===== src/rtl/shift_pipe_pkg.sv =====
// Shared constants and the count-width helper for the shift_pipe slice.
// The count needs clog2(DEPTH+1) bits so it can represent a completely full pipe.
package shift_pipe_pkg;

   localparam int DEFAULT_WIDTH = 8;
   localparam int DEFAULT_DEPTH = 2;

   function automatic int count_width(input int depth);
      return $clog2(depth + 1);
   endfunction

endpackage


===== src/rtl/shift_pipe_stage.sv =====
// One pipe stage: a data word plus a valid bit, with load/hold and synchronous clear.
// Latency is one cycle on load; the stage holds its contents whenever load is low.
module shift_pipe_stage
   import shift_pipe_pkg::*;
#(
   parameter int WIDTH = DEFAULT_WIDTH
) (
   input  logic             clk,
   input  logic             rstn,
   input  logic             clr,
   input  logic             load,
   input  logic             d_valid,
   input  logic [WIDTH-1:0] d_data,
   output logic             q_valid,
   output logic [WIDTH-1:0] q_data
);

   // A clear drops only the valid bit; the data of an invalid stage is don't-care.
   always_ff @(posedge clk) begin
      if (!rstn) begin
         q_valid <= 1'b0;
         q_data  <= '0;
      end else if (clr) begin
         q_valid <= 1'b0;
      end else if (load) begin
         q_valid <= d_valid;
         q_data  <= d_data;
      end
   end

endmodule


===== src/rtl/shift_pipe.sv =====
// Elastic DEPTH-stage register pipe with bubble collapse; latency DEPTH-1 edges after accept.
// in_ready is a purely combinational chain from out_ready, so a full pipe pushes and pops together.
module shift_pipe
   import shift_pipe_pkg::*;
#(
   parameter int WIDTH = DEFAULT_WIDTH,
   parameter int DEPTH = DEFAULT_DEPTH
) (
   input  logic                          clk,
   input  logic                          rstn,
   input  logic                          flush,
   input  logic                          in_valid,
   input  logic [WIDTH-1:0]              in_data,
   output logic                          in_ready,
   output logic                          out_valid,
   output logic [WIDTH-1:0]              out_data,
   input  logic                          out_ready,
   output logic [count_width(DEPTH)-1:0] count
);

   localparam int CW = count_width(DEPTH);

   logic [DEPTH-1:0] stg_valid;
   logic [DEPTH-1:0] stg_accept;
   logic [WIDTH-1:0] stg_data [DEPTH];
   logic             push;
   logic             pop;

   // A stage can accept if it, or any stage downstream of it, is empty, or the output is draining.
   always_comb begin : ready_chain
      logic chain;
      chain      = out_ready;
      stg_accept = '0;
      for (int i = DEPTH - 1; i >= 0; i--) begin
         chain         = chain | ~stg_valid[i];
         stg_accept[i] = chain;
      end
   end

   assign in_ready  = stg_accept[0];
   assign push      = in_valid & in_ready;
   assign out_valid = stg_valid[DEPTH-1];
   assign out_data  = stg_data[DEPTH-1];
   assign pop       = out_valid & out_ready;

   for (genvar g = 0; g < DEPTH; g++) begin : g_stage
      logic             ld_valid;
      logic [WIDTH-1:0] ld_data;

      if (g == 0) begin : g_head
         assign ld_valid = push;
         assign ld_data  = in_data;
      end else begin : g_body
         assign ld_valid = stg_valid[g-1];
         assign ld_data  = stg_data[g-1];
      end

      shift_pipe_stage #(
         .WIDTH (WIDTH)
      ) u_stage (
         .clk     (clk),
         .rstn    (rstn),
         .clr     (flush),
         .load    (stg_accept[g]),
         .d_valid (ld_valid),
         .d_data  (ld_data),
         .q_valid (stg_valid[g]),
         .q_data  (stg_data[g])
      );
   end

   always_ff @(posedge clk) begin
      if (!rstn) begin
         count <= '0;
      end else if (flush) begin
         count <= '0;
      end else if (push && !pop) begin
         count <= count + CW'(1);
      end else if (pop && !push) begin
         count <= count - CW'(1);
      end
   end

endmodule


===== config.mk =====
export PLATFORM = sky130hd
export DESIGN_NAME = shift_pipe
export DESIGN_NICKNAME = d
export VERILOG_FILES = /design/src/rtl/shift_pipe_pkg.sv /design/src/rtl/shift_pipe_stage.sv /design/src/rtl/shift_pipe.sv
export SDC_FILE = /design/constraint.sdc
export NUM_CORES = 1
export LEC_CHECK = 0
export ABC_AREA = 1
export CAP_MARGIN = 5
export CORE_MARGIN = 4
export CORE_UTILIZATION = 40
export DETAILED_ROUTE_END_ITERATION = 10
export PLACE_DENSITY = 0.73
export SLEW_MARGIN = 25
export SYNTH_ARGS = -nofsm -noshare
export SYNTH_HDL_FRONTEND = slang
export SYNTH_SLANG_ARGS = --single-unit

===== constraint.sdc =====
create_clock -name clk -period 1.65 [get_ports clk]
set_clock_uncertainty 0.2 [all_clocks]
set_input_delay 0.33 -clock clk [delete_from_list [all_inputs] [get_ports clk]]
set_output_delay 0.33 -clock clk [all_outputs]
set_load 0.03 [all_outputs]

==> flow_summary.html, run 1 <==
<table>
<tr><th>Metric</th><th>Value</th></tr>
<tr><th colspan="2">Outcome</th></tr>
<tr><td>Result of the run</td><td>completed</td></tr>
<tr><th colspan="2">Synth</th></tr>
<tr><td>Part of the Yosys area used for sequential elements</td><td>49.2%</td></tr>
<tr><td>Area fraction of the dominant cell type after synthesis</td><td>around 49%</td></tr>
<tr><td>Synth Net Count</td><td>123</td></tr>
<tr><td>Compound-Gate Fraction of Synth Area</td><td>approximately 7.4%</td></tr>
<tr><td>Yosys warning count</td><td>0</td></tr>
<tr><td>Avg Synthesized Cell Area</td><td>between 7 and 8 um2</td></tr>
<tr><td>EDFF count, synth</td><td>0</td></tr>
<tr><td>Adder and majority gate portion of the synthesized area</td><td>1.54%</td></tr>
<tr><td>Async set or reset register ratio after synthesis</td><td>0%</td></tr>
<tr><td>Synthesized-area fraction occupied by xor and xnor cells</td><td>0%</td></tr>
<tr><td>Post-synthesis sequential element count</td><td>20</td></tr>
<tr><td>Main area contributors after synthesis</td><td>sky130_fd_sc_hd__dfxtp_1 49%, sky130_fd_sc_hd__nor2_1 16%, sky130_fd_sc_hd__nand2_1 7.8%, sky130_fd_sc_hd__nand3b_1 7.4%, sky130_fd_sc_hd__o21ai_0 4.9%</td></tr>
<tr><td>Cell area after synthesis</td><td>between 800 and 900 um2</td></tr>
<tr><td>Yosys cell types</td><td>15</td></tr>
<tr><td>Basic-gate share of the synthesized area counting and, or, nand and nor cells</td><td>about 33%</td></tr>
<tr><td>Most instantiated library cell after synthesis</td><td>sky130_fd_sc_hd__nor2_1</td></tr>
<tr><td>Number of cells produced by synthesis</td><td>roughly 110</td></tr>
<tr><td>Most used flip-flop cell after synthesis</td><td>sky130_fd_sc_hd__dfxtp_1</td></tr>
<tr><td>Commonest cells post-synth</td><td>34 x sky130_fd_sc_hd__nor2_1, 20 x sky130_fd_sc_hd__dfxtp_1, 17 x sky130_fd_sc_hd__nand2_1</td></tr>
<tr><td>Proportion of synthesized area in mux cells</td><td>0%</td></tr>
<tr><td>Cell taking the most area after synthesis</td><td>sky130_fd_sc_hd__dfxtp_1</td></tr>
<tr><td>Combinational family with the most area after synthesis</td><td>simple AND/OR/NAND/NOR gates</td></tr>
<tr><th colspan="2">Critical path</th></tr>
<tr><td>Longest individual stage delay on the worst path</td><td>around 0.40 ns</td></tr>
<tr><td>List of cells traversed by the critical path</td><td>dlygate4sd2_1</td></tr>
<tr><td>Master of the slowest instance on the critical path</td><td>sky130_fd_sc_hd__dlygate4sd2_1</td></tr>
<tr><td>Worst Setup Path Type</td><td>register to output port</td></tr>
<tr><td>Worst Reg-to-Reg Cells</td><td>8</td></tr>
<tr><td>Top fanout value on the critical path</td><td>4</td></tr>
<tr><td>Startpoint Class</td><td>register</td></tr>
<tr><td>Data required time of the critical path</td><td>1.12 ns</td></tr>
<tr><td>Cell depth of the worst setup path</td><td>1</td></tr>
<tr><td>WP data arrival</td><td>1.07 ns</td></tr>
<tr><td>Kind of end point of the critical path</td><td>output port</td></tr>
<tr><td>Worst Path Buf+Inv</td><td>1</td></tr>
<tr><td>Critical path's top delay family</td><td>buffers and inverters</td></tr>
<tr><th colspan="2">Detailed routing</th></tr>
<tr><td>Remaining DRCs</td><td>0</td></tr>
<tr><td>Overall via count from detail_route</td><td>about 720</td></tr>
<tr><td>Post-detailed-route via-to-cell ratio</td><td>about 4.3</td></tr>
<tr><td>Per-cell routed wire length</td><td>between 8 and 9 um</td></tr>
<tr><td>First DRT Iteration DRCs</td><td>1</td></tr>
<tr><td>Total wire length after detailed routing</td><td>around 1500 um</td></tr>
<tr><td>Number of nets with antenna violations after routing</td><td>0</td></tr>
<tr><td>Count of TritonRoute iterations in the first routing pass</td><td>3</td></tr>
<tr><th colspan="2">Power and ir drop</th></tr>
<tr><td>Proportion of power drawn by the clock network</td><td>around a quarter</td></tr>
<tr><td>Net Switching</td><td>~0.24 mW</td></tr>
<tr><td>Power density normalized to cell area</td><td>819 nW/um2</td></tr>
<tr><td>Leakage power</td><td>about 0.56 nW</td></tr>
<tr><td>Worst IR Drop VDD</td><td>0.414 mV</td></tr>
<tr><td>Seq pwr share</td><td>between 50% and 60%</td></tr>
<tr><td>Final Total Pwr</td><td>just over 0.9 mW</td></tr>
<tr><td>Fraction of power consumed by combinational cells</td><td>18.3%</td></tr>
<tr><td>Switching part of the total</td><td>around a quarter</td></tr>
<tr><td>Int Pwr</td><td>between 0.6 and 0.7 mW</td></tr>
<tr><th colspan="2">Global routing</th></tr>
<tr><td>Maximum number of pins on one net before global-route repair</td><td>12</td></tr>
<tr><td>GRT overflow</td><td>0</td></tr>
<tr><td>Overall routing resource usage</td><td>approximately an eighth</td></tr>
<tr><td>Number of global-route vias before repair</td><td>678</td></tr>
<tr><td>Wire length of the first global-routing pass</td><td>2660 um</td></tr>
<tr><td>Met3 global-route usage</td><td>2.54%</td></tr>
<tr><td>Met2 track demand over resource in global routing</td><td>21.9%</td></tr>
<tr><td>Global route hottest layer</td><td>met2</td></tr>
<tr><td>Met1 track utilization from global routing</td><td>between 15 and 20%</td></tr>
<tr><td>Antenna violations before repair</td><td>0</td></tr>
<tr><th colspan="2">Timing</th></tr>
<tr><td>Final critical-path share of the clock period</td><td>a little over nine tenths</td></tr>
<tr><td>Final-layout worst hold slack</td><td>roughly 0.28 ns</td></tr>
<tr><td>Setup violation total in the final timing report</td><td>0</td></tr>
<tr><td>Final critical-path required period</td><td>roughly 1.6 ns</td></tr>
<tr><td>Worst Slack Setup Final</td><td>between 0.05 and 0.06 ns</td></tr>
<tr><td>Pin slew with the least headroom to its limit</td><td>between 0.3 and 0.4 ns</td></tr>
<tr><td>Slew HR</td><td>79.9%</td></tr>
<tr><td>Final hold viol count</td><td>0</td></tr>
<tr><td>Slew Viols, Final</td><td>0</td></tr>
<tr><td>Timing-limited maximum frequency</td><td>625 MHz</td></tr>
<tr><td>Final-layout setup total negative slack</td><td>0 ns</td></tr>
<tr><td>Unrepaired setup endpoints after global routing</td><td>false</td></tr>
<tr><th colspan="2">Floorplanning</th></tr>
<tr><td>Die H</td><td>53.1 um</td></tr>
<tr><td>Core Rows</td><td>16</td></tr>
<tr><td>Horizontal die dimension</td><td>approximately 53 um</td></tr>
<tr><td>Core Footprint</td><td>slightly below 2000 um2</td></tr>
<tr><td>Initial core utilization</td><td>around two fifths</td></tr>
<tr><td>Top Ports</td><td>25</td></tr>
<tr><td>Floorplan die area</td><td>between 2000 and 3000 um2</td></tr>
<tr><th colspan="2">Cells and area</th></tr>
<tr><td>N_diodes</td><td>0</td></tr>
<tr><td>Area delta synth-&gt;final</td><td>38.2%</td></tr>
<tr><td>Number of fill cells in the layout</td><td>211</td></tr>
<tr><td>Fraction of layout instances using a drive strength above 1</td><td>12.1%</td></tr>
<tr><td>Final nets</td><td>155</td></tr>
<tr><th colspan="2">Place</th></tr>
<tr><td>Number of buffer cells added on primary ports</td><td>24</td></tr>
<tr><td>Worst setup slack after placement</td><td>-0.296 ns</td></tr>
<tr><td>Post-DP HPWL</td><td>~1200 um</td></tr>
<tr><td>Placer congestion estimate</td><td>0.749</td></tr>
<tr><th colspan="2">Clock tree</th></tr>
<tr><td>TritonCTS clock tree</td><td>done</td></tr>
<tr><td>Hold buffer count at CTS</td><td>0</td></tr>
<tr><td>Root Buffer Master</td><td>sky130_fd_sc_hd__clkbuf_4</td></tr>
<tr><td>TritonCTS buffer count</td><td>3</td></tr>
<tr><td>Clock insertion delay at the later pin of the skew report</td><td>a little under 0.3 ns</td></tr>
<tr><td>Clk pin slew, worst setup/hold paths</td><td>0.11 ns</td></tr>
<tr><td>CTS sink count</td><td>20</td></tr>
<tr><td>Max Buffers Root-to-Sink</td><td>2</td></tr>
<tr><td>H-tree levels</td><td>1</td></tr>
<tr><th colspan="2">Run</th></tr>
<tr><td>Max-cap viol count</td><td>0</td></tr>
<tr><th colspan="2">Min path</th></tr>
<tr><td>Cell count of the worst hold path</td><td>2</td></tr>
<tr><td>Path category of the worst min-delay check</td><td>register to register</td></tr>
</table>
[cell usage in the layout (no fill, tap or decap), drive strengths merged]
master         synthesis  routed
nor2                  34      34
dfxtp                 20      20
nand2                 18      18
dlygate4sd2            0      12
clkdlybuf4s50          0      11
inv                   11      11
o21ai                  9       9
nand3b                 8       8
buf                    3       7
clkbuf                 0       4
a21oi                  3       3
nand3                  2       2
ha                     1       1
[cell type report]
cell class                 count  area, um2  share of cell area, %
clock buffer                   4       26.3                   2.33
inverter                      11       41.3                   3.67
multi-input combinational     75        345                   30.7
sequential                    20        404                   35.9
tap                           27       33.8                   3.00
timing repair buffer          30        275                   24.4
[cell families (layout without fill, tap and decap cells)]
| kind of cell | Yosys count | count (layout) |
|---|---|---|
| AO/OA/AOI/OAI | 12 | 12 |
| adder cells (fa/ha/maj) | 1 | 1 |
| buffers and inverters | 14 | 45 |
| flip-flops | 20 | 20 |
| AND/OR/NAND/NOR | 62 | 62 |
[worst reg2reg max path: stages, from the launching register on]
cell and delay (ns):
sky130_fd_sc_hd__dfxtp_4 0.38, sky130_fd_sc_hd__nand3_2 0.09, sky130_fd_sc_hd__nand2_1 0.08, sky130_fd_sc_hd__inv_1 0.05
sky130_fd_sc_hd__ha_1 0.28, sky130_fd_sc_hd__inv_1 0.09, sky130_fd_sc_hd__nand3_1 0.10, sky130_fd_sc_hd__nor2_1 0.10
sky130_fd_sc_hd__nor2_1 0.05
[metal layers]
metal,share of wire (%),wire length (um)
met3,6.8,101
met2,45,676
met5,0,0
met1,47,705
met4,0.67,10
[final timing paths]
kind                              startpoint                    endpoint  slack [ns]
setup reg to reg  g_stage[1].u_stage.q_valid                    count[1]        0.15
setup / recovery  g_stage[1].u_stage.q_valid                   out_valid        0.05
hold reg to reg   g_stage[0].u_stage.q_valid  g_stage[1].u_stage.q_valid        0.28
hold / removal    g_stage[0].u_stage.q_valid  g_stage[1].u_stage.q_valid        0.28
[metrics by stage]
stage | std cells | util [%] | instance area [um2]
5_1_grt | 167 | 58.0 | 1130
6_report | 167 | 58.0 | 1130
2_1_floorplan | 109 | - | 818
4_1_cts | 167 | 58.0 | 1130
3_5_place_dp | 162 | 56.6 | 1100
3_3_place_gp | 162 | 56.6 | 1100
[sequential cells by signal (all words and copies together), names as in the netlist]
register / flops
g_stage.u_stage.q_valid: 2
g_stage.u_stage.q_data: 16
count: 2
[power by group through the flow]
stage | logic [mW] | registers (mW) | clock network (mW)
final | 0.169 | 0.526 | 0.227
after global routing | 0.189 | 0.531 | 0.261
after CTS | 0.171 | 0.527 | 0.238
after detailed placement | 0.182 | 0.539 | 0
after global placement | 0.178 | 0.537 | 0
after floorplan | 0.0715 | 0.570 | 0
[timing repair]
action                     in CTS  in global routing
hold endpoints to repair        0                  0
setup endpoints to repair      12                  0
buffers inserted                1                  0
resized for setup              15                  0
(Power assumes the default switching activity.)
==> run 2, diff against run 1 <==
--- a/config.mk
+++ b/config.mk
@@ -11,6 +11,7 @@
 export CORE_UTILIZATION = 40
 export DETAILED_ROUTE_END_ITERATION = 10
 export PLACE_DENSITY = 0.73
+export SETUP_SLACK_MARGIN = 0.2
 export SLEW_MARGIN = 25
 export SYNTH_ARGS = -nofsm -noshare
 export SYNTH_HDL_FRONTEND = slang
==> flow_summary.html, run 2 (synthesis gave the netlist of run 1 again) <==
<table>
<tr><th>Metric</th><th>Value</th></tr>
<tr><th colspan="2">Outcome</th></tr>
<tr><td>Result of the run</td><td>completed</td></tr>
<tr><th colspan="2">Detailed routing</th></tr>
<tr><td>Per-cell routed wire length</td><td>between 9 and 10 um</td></tr>
<tr><td>First DRT Iteration DRCs</td><td>9</td></tr>
<tr><td>Number of nets with antenna violations after routing</td><td>0</td></tr>
<tr><td>Count of TritonRoute iterations in the first routing pass</td><td>3</td></tr>
<tr><td>Total wire length after detailed routing</td><td>1610 um</td></tr>
<tr><td>Overall via count from detail_route</td><td>753</td></tr>
<tr><td>Remaining DRCs</td><td>0</td></tr>
<tr><td>Post-detailed-route via-to-cell ratio</td><td>between 4 and 5</td></tr>
<tr><th colspan="2">Critical path</th></tr>
<tr><td>Capturing element of the worst setup path</td><td>in_ready</td></tr>
<tr><td>Kind of end point of the critical path</td><td>output port</td></tr>
<tr><td>List of cells traversed by the critical path</td><td>dlygate4sd2_1 -&gt; inv_2 -&gt; nand3_4 -&gt; buf_6 -&gt; buf_6</td></tr>
<tr><td>Data required time of the critical path</td><td>between 1 and 1.5 ns</td></tr>
<tr><td>Cell type with the highest occurrence count on the critical path</td><td>sky130_fd_sc_hd__buf_6</td></tr>
<tr><td>Master of the slowest instance on the critical path</td><td>sky130_fd_sc_hd__dlygate4sd2_1</td></tr>
<tr><td>Longest individual stage delay on the worst path</td><td>between 0.2 and 0.3 ns</td></tr>
<tr><td>Worst Setup Path Type</td><td>input port to output port</td></tr>
<tr><td>Beginning of the worst register-to-register path</td><td>g_stage[0].u_stage.q_valid</td></tr>
<tr><td>End of the worst register-to-register path</td><td>count[1]</td></tr>
<tr><td>Worst Reg-to-Reg Cells</td><td>9</td></tr>
<tr><td>Top fanout value on the critical path</td><td>2</td></tr>
<tr><td>Register-to-register path setup slack</td><td>0.29 ns</td></tr>
<tr><td>Source of the critical timing path</td><td>out_ready</td></tr>
<tr><td>WP data arrival</td><td>1.00 ns</td></tr>
<tr><td>Startpoint Class</td><td>input port</td></tr>
<tr><th colspan="2">Floorplanning</th></tr>
<tr><td>Core Rows</td><td>16</td></tr>
<tr><td>Core Footprint</td><td>about 1900 um2</td></tr>
<tr><td>Top Ports</td><td>25</td></tr>
<tr><td>Initial core utilization</td><td>41.9%</td></tr>
<tr><td>Die H</td><td>roughly 53 um</td></tr>
<tr><td>Floorplan die area</td><td>about 2800 um2</td></tr>
<tr><td>Horizontal die dimension</td><td>about 53 um</td></tr>
<tr><th colspan="2">Timing</th></tr>
<tr><td>Final-layout setup total negative slack</td><td>0 ns</td></tr>
<tr><td>Final critical-path required period</td><td>between 1.5 and 2 ns</td></tr>
<tr><td>Final hold viol count</td><td>0</td></tr>
<tr><td>Pin slew with the least headroom to its limit</td><td>just under 0.3 ns</td></tr>
<tr><td>Final critical-path share of the clock period</td><td>92.6%</td></tr>
<tr><td>Final-layout worst hold slack</td><td>0.233 ns</td></tr>
<tr><td>Timing-limited maximum frequency</td><td>654 MHz</td></tr>
<tr><td>Setup violation total in the final timing report</td><td>0</td></tr>
<tr><td>Slew Viols, Final</td><td>0</td></tr>
<tr><td>Slew HR</td><td>between 80% and 90%</td></tr>
<tr><td>Unrepaired setup endpoints after global routing</td><td>true</td></tr>
<tr><th colspan="2">Global routing</th></tr>
<tr><td>Antenna violations before repair</td><td>0</td></tr>
<tr><td>GRT overflow</td><td>0</td></tr>
<tr><td>Overall routing resource usage</td><td>13.2%</td></tr>
<tr><td>Maximum number of pins on one net before global-route repair</td><td>12</td></tr>
<tr><td>Number of global-route vias before repair</td><td>676</td></tr>
<tr><td>Wire length of the first global-routing pass</td><td>~2700 um</td></tr>
<tr><th colspan="2">Clock tree</th></tr>
<tr><td>Clk pin slew, worst setup/hold paths</td><td>0.10 ns</td></tr>
<tr><td>TritonCTS buffer count</td><td>3</td></tr>
<tr><td>H-tree levels</td><td>1</td></tr>
<tr><td>CTS sink count</td><td>20</td></tr>
<tr><td>Clock insertion delay at the later pin of the skew report</td><td>around 0.29 ns</td></tr>
<tr><td>Max Buffers Root-to-Sink</td><td>2</td></tr>
<tr><td>Hold buffer count at CTS</td><td>0</td></tr>
<tr><td>TritonCTS clock tree</td><td>done</td></tr>
<tr><td>Root Buffer Master</td><td>sky130_fd_sc_hd__clkbuf_4</td></tr>
<tr><th colspan="2">Cells and area</th></tr>
<tr><td>Regs by FF count</td><td>g_stage.u_stage.q_data x16, count x2, g_stage.u_stage.q_valid x2</td></tr>
<tr><td>Largest register FFs</td><td>16</td></tr>
<tr><td>Register name with the most flops</td><td>g_stage.u_stage.q_data</td></tr>
<tr><td>Cell area after layout</td><td>about 1100 um2</td></tr>
<tr><td>Final nets</td><td>between 150 and 200</td></tr>
<tr><td>Commonest non-fill, non-tap cells in the layout</td><td>34 x sky130_fd_sc_hd__nor2_1, 18 x sky130_fd_sc_hd__dfxtp_1, 15 x sky130_fd_sc_hd__nand2_1</td></tr>
<tr><td>N_diodes</td><td>0</td></tr>
<tr><td>Commonest non-fill, non-tap cell in the layout</td><td>sky130_fd_sc_hd__nor2_1</td></tr>
<tr><td>Final cell utilization of the core</td><td>59.0%</td></tr>
<tr><td>Fraction of layout instances using a drive strength above 1</td><td>26.8%</td></tr>
<tr><td>Area delta synth-&gt;final</td><td>40.7%</td></tr>
<tr><td>Number of fill cells in the layout</td><td>194</td></tr>
<tr><th colspan="2">Place</th></tr>
<tr><td>Post-DP HPWL</td><td>~1200 um</td></tr>
<tr><td>Instance area at placement</td><td>about 1100 um2</td></tr>
<tr><td>Placer congestion estimate</td><td>0.721</td></tr>
<tr><td>Number of buffer cells added on primary ports</td><td>24</td></tr>
<tr><th colspan="2">Power and ir drop</th></tr>
<tr><td>Fraction of power consumed by combinational cells</td><td>17.9%</td></tr>
<tr><td>Switching part of the total</td><td>between 20% and 30%</td></tr>
<tr><td>Power density normalized to cell area</td><td>approximately 850 nW/um2</td></tr>
<tr><td>Worst IR Drop VDD</td><td>0.455 mV</td></tr>
<tr><td>Net Switching</td><td>around 0.25 mW</td></tr>
<tr><td>Final Total Pwr</td><td>around 1 mW</td></tr>
<tr><td>Proportion of power drawn by the clock network</td><td>approximately 28%</td></tr>
<tr><td>Int Pwr</td><td>between 0.7 and 0.8 mW</td></tr>
<tr><td>Leakage power</td><td>around 0.56 nW</td></tr>
<tr><td>Seq pwr share</td><td>53.9%</td></tr>
<tr><th colspan="2">Run</th></tr>
<tr><td>Max-cap viol count</td><td>0</td></tr>
<tr><th colspan="2">Min path</th></tr>
<tr><td>Path category of the worst min-delay check</td><td>input port to register</td></tr>
</table>
-- run 2: changes by cell type in the layout (fill, tap and decap cells not counted), moves of 2 or more --
cell and change:
sky130_fd_sc_hd__dlygate4sd2_1 -11, sky130_fd_sc_hd__buf_4 +2, sky130_fd_sc_hd__buf_2 +11, sky130_fd_sc_hd__nand2_1 -2, sky130_fd_sc_hd__nand2_2 +2, sky130_fd_sc_hd__inv_1 -2
-- run 2: layer usage --
metal / vias up / part of all wire [%] / global-route usage [%]
li1: 404 / - / -
met1: 327 / 48 / 14.9
met2: 18 / 45 / 22.5
met3: 4 / 5.7 / 2.82
met4: 0 / 1.4 / 7.66
met5: - / 0 / 0
-- run 2: worst min path at each step --
stage | startpoint | endpoint | slack, ns | cells after the start
final | in_valid | g_stage[0].u_stage.q_valid | 0.23 | 4
after global routing | in_valid | g_stage[0].u_stage.q_valid | 0.25 | 4
after CTS | g_stage[0].u_stage.q_valid | g_stage[1].u_stage.q_valid | 0.29 | 2
after detailed placement | g_stage[0].u_stage.q_data[3] | g_stage[0].u_stage.q_data[3] | 0.27 | 2
after global placement | g_stage[0].u_stage.q_data[6] | g_stage[0].u_stage.q_data[6] | 0.26 | 2
after floorplan | g_stage[0].u_stage.q_data[0] | g_stage[0].u_stage.q_data[0] | 0.25 | 2
-- run 2: critical path: cells and delay by family --
kind,cells,cell delay (ns)
buffers and inverters,4,0.59
AND/OR/NAND/NOR,1,0.08
-- run 2: power groups by stage --
| stage | clock (mW) | combinational, mW | sequential, mW |
|---|---|---|---|
| 2_1_floorplan | 0 | 0.0739 | 0.570 |
| 3_3_place_gp | 0 | 0.181 | 0.537 |
| 3_5_place_dp | 0 | 0.185 | 0.539 |
| 4_1_cts | 0.283 | 0.171 | 0.527 |
| 5_1_grt | 0.303 | 0.197 | 0.531 |
| 6_report | 0.275 | 0.175 | 0.527 |
-- run 2: per-stage QoR --
stage,instances,setup slack [ns]
after floorplan,109,0.0652
after global placement,162,-0.214
after detailed placement,162,-0.265
after CTS,168,0.118
after global routing,169,0.0838
final,169,0.122
-- run 2: layout make-up --
| class | instances | area, um2 | area share, % |
|---|---|---|---|
| clock buffer | 4 | 36.3 | 3.17 |
| timing repair buffer | 32 | 251 | 21.9 |
| sequential | 20 | 405 | 35.4 |
| inverter | 11 | 43.8 | 3.82 |
| multi-input combinational | 75 | 375 | 32.8 |
| tap | 27 | 33.8 | 2.95 |
-- run 2: timing repair --
action | 4_1_cts | 5_1_grt
setup buffers | 2 | 1
setup endpoints to repair | 14 | 3
gates resized for setup | 57 | 8
pin swaps | 0 | 3
cloned | 0 | 0
